--- config.mk ---
export PLATFORM = sky130hd
export DESIGN_NAME = serial_subtractor
export DESIGN_NICKNAME = d
export VERILOG_FILES = /design/src/rtl/serial_arith_pkg.sv /design/src/rtl/full_subtractor.sv /design/src/rtl/serial_subtractor.sv
export SDC_FILE = /design/constraint.sdc
export NUM_CORES = 1
export LEC_CHECK = 0
export ABC_AREA = 1
export BUFFER_PORTS_ARGS = -buffer_cell sky130_fd_sc_hd__buf_4
export CAP_MARGIN = 20
export CELL_PAD_IN_SITES_DETAIL_PLACEMENT = 1
export CELL_PAD_IN_SITES_GLOBAL_PLACEMENT = 2
export CORE_MARGIN = 2
export CORE_UTILIZATION = 30
export DETAILED_ROUTE_END_ITERATION = 8
export PLACE_DENSITY_LB_ADDON = 0.1
export SETUP_SLACK_MARGIN = 0.1
export SYNTH_ARGS = -nofsm -noshare
export SYNTH_HDL_FRONTEND = slang
export SYNTH_HIERARCHICAL = 1
export SYNTH_SLANG_ARGS = --single-unit
--- constraint.sdc ---
create_clock -name clk -period 1.8 [get_ports clk]
set_input_delay 0.54 -clock clk [delete_from_list [all_inputs] [get_ports clk]]
set_output_delay 0.54 -clock clk [all_outputs]
set_load 0.01 [all_outputs]
--- src/rtl/serial_arith_pkg.sv ---
// ============================================================================
//  Module   : serial_arith_pkg
//  Purpose  : Shared state encoding and single-bit subtract helper for the
//             bit-serial arithmetic blocks.
//  Revision : 1.0  initial release
// ============================================================================
`default_nettype none

package serial_arith_pkg;

    typedef enum logic [1:0] {
        ST_IDLE = 2'd0,
        ST_RUN  = 2'd1,
        ST_DONE = 2'd2
    } state_t;

    // Returns {borrow, diff} for x - y - r.
    function automatic logic [1:0] fs_bit(input logic x, input logic y, input logic r);
        logic d;
        logic bo;
        d  = x ^ y ^ r;
        bo = (~x & y) | (~(x ^ y) & r);
        return {bo, d};
    endfunction

endpackage

`default_nettype wire

--- src/rtl/full_subtractor.sv ---
// ============================================================================
//  Module   : full_subtractor
//  Purpose  : Combinational one-bit full subtractor (a - b - borrow_in).
//  Revision : 1.0  initial release
// ============================================================================
`default_nettype none

module full_subtractor
    import serial_arith_pkg::*;
(
    output logic diff,
    output logic borrow_out,
    input  logic a,
    input  logic b,
    input  logic borrow_in
);

    assign {borrow_out, diff} = fs_bit(a, b, borrow_in);

endmodule

`default_nettype wire

--- src/rtl/serial_subtractor.sv ---
// ============================================================================
//  Module   : serial_subtractor
//  Purpose  : Bit-serial W-bit subtractor, LSB first, with start/busy/done
//             handshake and registered diff, borrow and signed overflow.
//  Revision : 1.0  initial release
// ============================================================================
`default_nettype none

module serial_subtractor
    import serial_arith_pkg::*;
#(
    parameter int W = 8
) (
    input  logic         clk,
    input  logic         rst,
    input  logic         start,
    input  logic [W-1:0] a,
    input  logic [W-1:0] b,
    input  logic         borrow_in,
    output logic         busy,
    output logic         done,
    output logic [W-1:0] diff,
    output logic         borrow_out,
    output logic         ovf
);

    localparam int             CW   = (W > 1) ? $clog2(W) : 1;
    localparam logic [CW-1:0]  LAST = CW'(W - 1);

    state_t         state_q, state_d;
    logic [W-1:0]   a_sh_q, a_sh_d;
    logic [W-1:0]   b_sh_q, b_sh_d;
    logic [W-1:0]   diff_sh_q, diff_sh_d;
    logic [CW-1:0]  count_q, count_d;
    logic           borrow_q, borrow_d;
    logic           a_msb_q, a_msb_d;
    logic           b_msb_q, b_msb_d;
    logic [W-1:0]   diff_q, diff_d;
    logic           borrow_out_q, borrow_out_d;
    logic           ovf_q, ovf_d;

    logic           fs_diff;
    logic           fs_borrow;

    full_subtractor u_fs (
        .diff       (fs_diff),
        .borrow_out (fs_borrow),
        .a          (a_sh_q[0]),
        .b          (b_sh_q[0]),
        .borrow_in  (borrow_q)
    );

    always_comb begin
        state_d      = state_q;
        a_sh_d       = a_sh_q;
        b_sh_d       = b_sh_q;
        diff_sh_d    = diff_sh_q;
        count_d      = count_q;
        borrow_d     = borrow_q;
        a_msb_d      = a_msb_q;
        b_msb_d      = b_msb_q;
        diff_d       = diff_q;
        borrow_out_d = borrow_out_q;
        ovf_d        = ovf_q;

        case (state_q)
            ST_IDLE: begin
                if (start) begin
                    a_sh_d    = a;
                    b_sh_d    = b;
                    borrow_d  = borrow_in;
                    a_msb_d   = a[W-1];
                    b_msb_d   = b[W-1];
                    diff_sh_d = '0;
                    count_d   = '0;
                    state_d   = ST_RUN;
                end
            end
            ST_RUN: begin
                a_sh_d    = a_sh_q >> 1;
                b_sh_d    = b_sh_q >> 1;
                diff_sh_d = {fs_diff, diff_sh_q[W-1:1]};
                borrow_d  = fs_borrow;
                if (count_q == LAST) begin
                    // Final bit: commit the assembled word directly from this step.
                    diff_d       = {fs_diff, diff_sh_q[W-1:1]};
                    borrow_out_d = fs_borrow;
                    ovf_d        = (a_msb_q != b_msb_q) && (fs_diff != a_msb_q);
                    state_d      = ST_DONE;
                end else begin
                    count_d = count_q + 1'b1;
                end
            end
            ST_DONE: begin
                state_d = ST_IDLE;
            end
            default: begin
                state_d = ST_IDLE;
            end
        endcase
    end

    always_ff @(posedge clk) begin
        if (rst) begin
            state_q      <= ST_IDLE;
            a_sh_q       <= '0;
            b_sh_q       <= '0;
            diff_sh_q    <= '0;
            count_q      <= '0;
            borrow_q     <= 1'b0;
            a_msb_q      <= 1'b0;
            b_msb_q      <= 1'b0;
            diff_q       <= '0;
            borrow_out_q <= 1'b0;
            ovf_q        <= 1'b0;
        end else begin
            state_q      <= state_d;
            a_sh_q       <= a_sh_d;
            b_sh_q       <= b_sh_d;
            diff_sh_q    <= diff_sh_d;
            count_q      <= count_d;
            borrow_q     <= borrow_d;
            a_msb_q      <= a_msb_d;
            b_msb_q      <= b_msb_d;
            diff_q       <= diff_d;
            borrow_out_q <= borrow_out_d;
            ovf_q        <= ovf_d;
        end
    end

    assign busy       = (state_q == ST_RUN) || (state_q == ST_DONE);
    assign done       = (state_q == ST_DONE);
    assign diff       = diff_q;
    assign borrow_out = borrow_out_q;
    assign ovf        = ovf_q;

endmodule

`default_nettype wire

# Word-level counts from Yosys, hierarchy flattened
# Index checks and enable logic that the tools add are counted.
[op_classes]
n_reduce_logical = 9
eq_ne = 8
n_bitwise = 7
addsub = 1
mux = 14
[op_table]
columns = ["cell", "n"]
rows = [
  ["8-bit case mux with 2 select lines", 3],
  ["8-bit two-way mux", 3],
  ["2-bit AND reduction", 4],
  ["3-bit two-way mux", 2],
  ["2-bit != test, second input constant", 3],
  ["3-bit case mux with 2 select lines", 1],
  ["2-bit two-way mux", 2],
  ["2-bit case mux with 2 select lines", 1],
  ["3-bit by 1-bit adder with 3-bit output, second input constant", 1],
  ["3-bit == test, second input constant", 1],
  ["3-bit AND reduction", 1],
  ["1-bit bitwise AND", 2],
  ["2-bit by 1-bit == test with 1-bit output, second input constant", 1],
  ["2-bit == test, second input constant", 1],
  ["2-bit logical NOT", 1],
  ["1-bit != test", 2],
  ["1-bit NOT", 2],
  ["1-bit case mux with 2 select lines", 1],
  ["2-bit nonzero test", 1],
  ["1-bit XOR", 2],
  ["1-bit logical AND", 1],
  ["1-bit logical OR", 1],
  ["1-bit two-way mux", 1],
  ["1-bit bitwise OR", 1],
]
[word_totals]
elab_cells = 50
in_bits = 20
regBits = 42
output_inout_bits = 12

# Depth between registers and ports, before layout
[logic_depth]
word_depth = 5
depth_mapped = 9

# Modules after synthesis
# The synthesis kept the hierarchy.
[modules_own_cells]
columns = ["mod", "area_per_inst_um2", "n_inst", "cells_each", "seq_area_each_um2"]
rows = [
  ["serial_subtractor", 1896.8, 1, 274, 820.8],
  ["full_subtractor", 31.3, 1, 4, 0.0],
]

# Least setup slack after synthesis
# No wires, ideal clock.
[synth_path]
path_kind = "register to register"
from = "register state_q[0]"
to = "register diff_sh_q[1]"
stages_incl_launch_ff = 9
period_less_slack_ns = 1.411
arrival_ns = 1.283
setup_time_ns = 0.128
path_buffers = 2
slack_ns = 0.389
cell_sequence = "dfxtp_1 -> inv_1 -> ha_1 -> nand2_1 -> nand2_4 -> buf_6 -> buf_8 -> o21ai_0 -> nor2_1"
[synth_via]
elab_chain_cells = 3
elab_cells_between_ends = 6
classes_between = "2 x eq/ne; 1 x mux; 3 x reduce/logical"
[synth_rtl]
columns = ["element", "line_no", "source"]
rows = [
  ["from (decl)", "serial_subtractor.sv:30", "state_t state_q, state_d;"],
  ["from (signal assigned)", "serial_subtractor.sv:117", "state_q <= state_d;"],
  ["2-bit by 1-bit == test with 1-bit output / 2-bit logical NOT (equally long branches)", "serial_subtractor.sv:66", "case (state_q)"],
  ["2-bit nonzero test (no line) / 2-bit != test (equally long branches)", "--", ""],
  ["2-bit AND reduction (no line)", "--", ""],
  ["to (signal assigned)", "serial_subtractor.sv:120", "diff_sh_q <= diff_sh_d;"],
  ["to (decl)", "serial_subtractor.sv:33", "logic [W-1:0] diff_sh_q, diff_sh_d;"],
]
# Parallel ways exist; a longest one is shown, timed or not.
# A chain may end at the register's enable or synchronous reset.

# Worst setup path after layout
[layout_path]
from = "register state_q[0]"
to = "output port busy"
[layout_via]
elab_chain_cells = 2
elab_cells_between_ends = 3
classes_between = "2 x eq/ne; 1 x reduce/logical"
[layout_rtl]
columns = ["element", "line_no", "source"]
rows = [
  ["2-bit by 1-bit == test with 1-bit output / 2-bit == test (equally long branches)", "serial_subtractor.sv:131", "assign busy = (state_q == ST_RUN) || (state_q == ST_DONE);"],
  ["1-bit logical OR *", "serial_subtractor.sv:131", ""],
  ["to (decl)", "serial_subtractor.sv:20", "output logic busy,"],
]
# Mark *: on every way between the ends. The rest lies on a longest branch, timed or not.

==> impl_metrics.py <==
metrics = {
    "status": {
        "outcome": "complete, no violations",
    },
    "clock_tree": {
        "clkTransAtPathRegs_ps": 80,
        "htreeDepth": 2,
        "clkLatencyLatePin_ps": 300,
        "cts_root_buffer": "clkbuf_8",
        "tritoncts": "built",
        "cts_sinks": 41,
        "cts_made_buffers": 5,
        "clk_path_buf_depth": 2,
    },
    "synthesis": {
        "yosysTopAreaCell": "dfxtp_1",
        "syn_avg_cell_area_um2": 6.94,
        "synthesis.nets": 306,
        "synth_commonest_cells": "nand2_1, nor2_1, dfxtp_1",
        "yosys_warnings": 6,
        "async_reset_ff_share_pct": 0,
        "synthMostInstantiatedCell": "nand2_1",
        "syn_inst": 278,
        "synth_edf_count": 0,
        "synth_area_leaders": "dfxtp_1, nand2_1, nor2_1",
        "ys_ff_latch": 41,
        "ys_types": 23,
        "synthesis.area_mm2": 0.00193,
        "yosysSeqAreaShare_pct": 42.6,
        "synth_top_area_share_pct": 42.6,
        "synthFlopType": "dfxtp_1",
    },
    "routing": {
        "postRouteAntennaNets": 0,
        "num_vias": 1724,
        "drtPass1Iterations": 2,
        "first_iter_violations": 45,
        "avgRoutedWirePerCell_um": 13.1,
        "routed_wl_um": 5050,
        "viasPerCell": 4.45,
        "drcViolationCount": 0,
    },
    "sta": {
        "setup_viol": 0,
        "hold_viol_final": 0,
        "rsz0062_at_grt": "no",
        "final.min_clock_period_ps": 1630,
        "slew_headroom_pct": 78.8,
        "slew_violations": 0,
        "fmax_mhz": 613,
        "fin_crit_sh_pct": 90.7,
        "worst_pin_slew_ps": 318,
        "fin_setup_tns_ps": 0,
        "fin_skew_ps": 8.42,
    },
    "setup_path": {
        "critical_path.max_fanout": 3,
        "cp-start-kind": "register",
        "crit_type": "reg2out",
        "cp_data_required_time_ps": 1260,
        "end_kind": "output pin",
        "arrival_ps": 1090,
    },
    "power_and_ir_drop": {
        "power.leakage_uw": 0.00116,
        "powerDensity_mw_per_mm2": 1590,
        "irDropWorstVdd_mv": 0.505,
    },
    "grt": {
        "overflow": 0,
        "grt_start_max_net_pins": 30,
        "antenna_found_initial": 0,
        "grt_pass1_vias": 1690,
        "grt_pass1_wl_um": 8400,
        "grt_usage_pct": 15.1,
    },
    "floorplan": {
        "dieWidth_um": 84.2,
        "die-area_mm2": 0.00708,
        "start_util_pct": 30.7,
        "die_h_um": 84.2,
        "rows": 29,
        "ios": 32,
        "design.core.area_mm2": 0.00628,
    },
    "finish": {
        "final_area_mm2": 0.00236,
        "area_growth_pct": 22.5,
        "antenna_cells": 0,
        "final_nets": 337,
        "drive_above_1_share_pct": 17.7,
        "final_cells": 387,
    },
    "job": {
        "drv_cap": 0,
    },
    "placed_design": {
        "dp_cells": 378,
        "numPortBuffers": 31,
        "routabilityCongestion": 0.779,
        "hpwl_um": 3610,
        "dpl_cell_area_mm2": 0.00222,
    },
    "min_path": {
        "worstHoldPathType": "reg2reg",
    },
}
[metal layers]
layer	GRT usage, %	up-vias	routed length, um
met2	26.0	24	2480
met1	19.0	777	2350
met5	0	-	0
met3	3.54	5	160
met4	4.40	0	59
li1	-	918	-
[sequential cells by signal, summed over array words and instances (netlist names)]
signal	cells
state_q	2
diff	8
b_sh_q	8
a_sh_q	8
diff_sh_q	7
borrow_out	1
count_q	3
ovf	1
borrow_q	1
a_msb_q	1
b_msb_q	1
[what timing repair did]
action / CTS / global route
resized for setup: 4 / 1
pin swaps: 1 / 0
hold buffers: 0 / 0
setup buffers: 1 / 0
setup endpoints to repair: 2 / 1
[worst max-delay path, cell delays in order, from the launching register on]
cell and delay (ps):
dfxtp_2 330, inv_1 120, ha_4 220, buf_4 140
[per-stage QoR]
| step | power [uW] | hold slack [ps] | worst slack, ps | utilization [%] |
|---|---|---|---|---|
| final | 3740 | 470 | 168 | 37.6 |
| after global routing | 4130 | 488 | 109 | 37.6 |
| after CTS | 3830 | 476 | 146 | 37.6 |
| after detailed placement | 2980 | 462 | 221 | 35.4 |
| after global placement | 2970 | 455 | 244 | 35.4 |
| after floorplan | 2560 | 439 | 389 | - |
[logic make-up (layout without fill, tap and decap cells)]
| group | Yosys count | count (layout) | synth area share, % |
|---|---|---|---|
| adder cells (fa/ha/maj) | 8 | 8 | 5.58 |
| AO/OA/AOI/OAI | 40 | 40 | 10.6 |
| AND/OR/NAND/NOR | 152 | 152 | 31.1 |
| buffers and inverters | 37 | 69 | 10.1 |
| flip-flops | 41 | 41 | 42.6 |
[cell usage in the layout, fill, tap and decap left out, drive strengths merged]
cell type	count
a211oi	1
ha	7
fa	1
buf	39
clkbuf	5
nand4	2
nand3	3
clkinv	1
clkinvlp	1
nor2	64
a21oi	5
o211ai	1
inv	22
bufinv	1
nand2	82
dfxtp	41
o21ai	33
nor3b	1
[final timing paths]
kind,startpoint,to,slack [ps],cells past startpoint
max,state_q[0],busy,170,3
min,b_sh_q[7],b_sh_q[7],470,2
max reg2reg,state_q[1],a_sh_q[2],300,8
min reg2reg,b_sh_q[7],b_sh_q[7],470,2
[where the power goes]
group | switching, uW | internal [uW] | leakage (uW)
sequential | 155 | 1190 | 0.000337
clock | 351 | 416 | 0.0000543
combinational | 1020 | 615 | 0.000766
[area by class of cell]
cell class / count / area (um^2)
clock buffers: 5 / 68.8
clock inverters: 3 / 46.3
fillers: 805 / 3920
inverters: 22 / 82.6
multi-input cells: 200 / 926
flip-flops and latches: 41 / 823
well taps: 77 / 96.3
repair buffers: 39 / 318
Note: power is estimated with default switching activity, not from simulation.
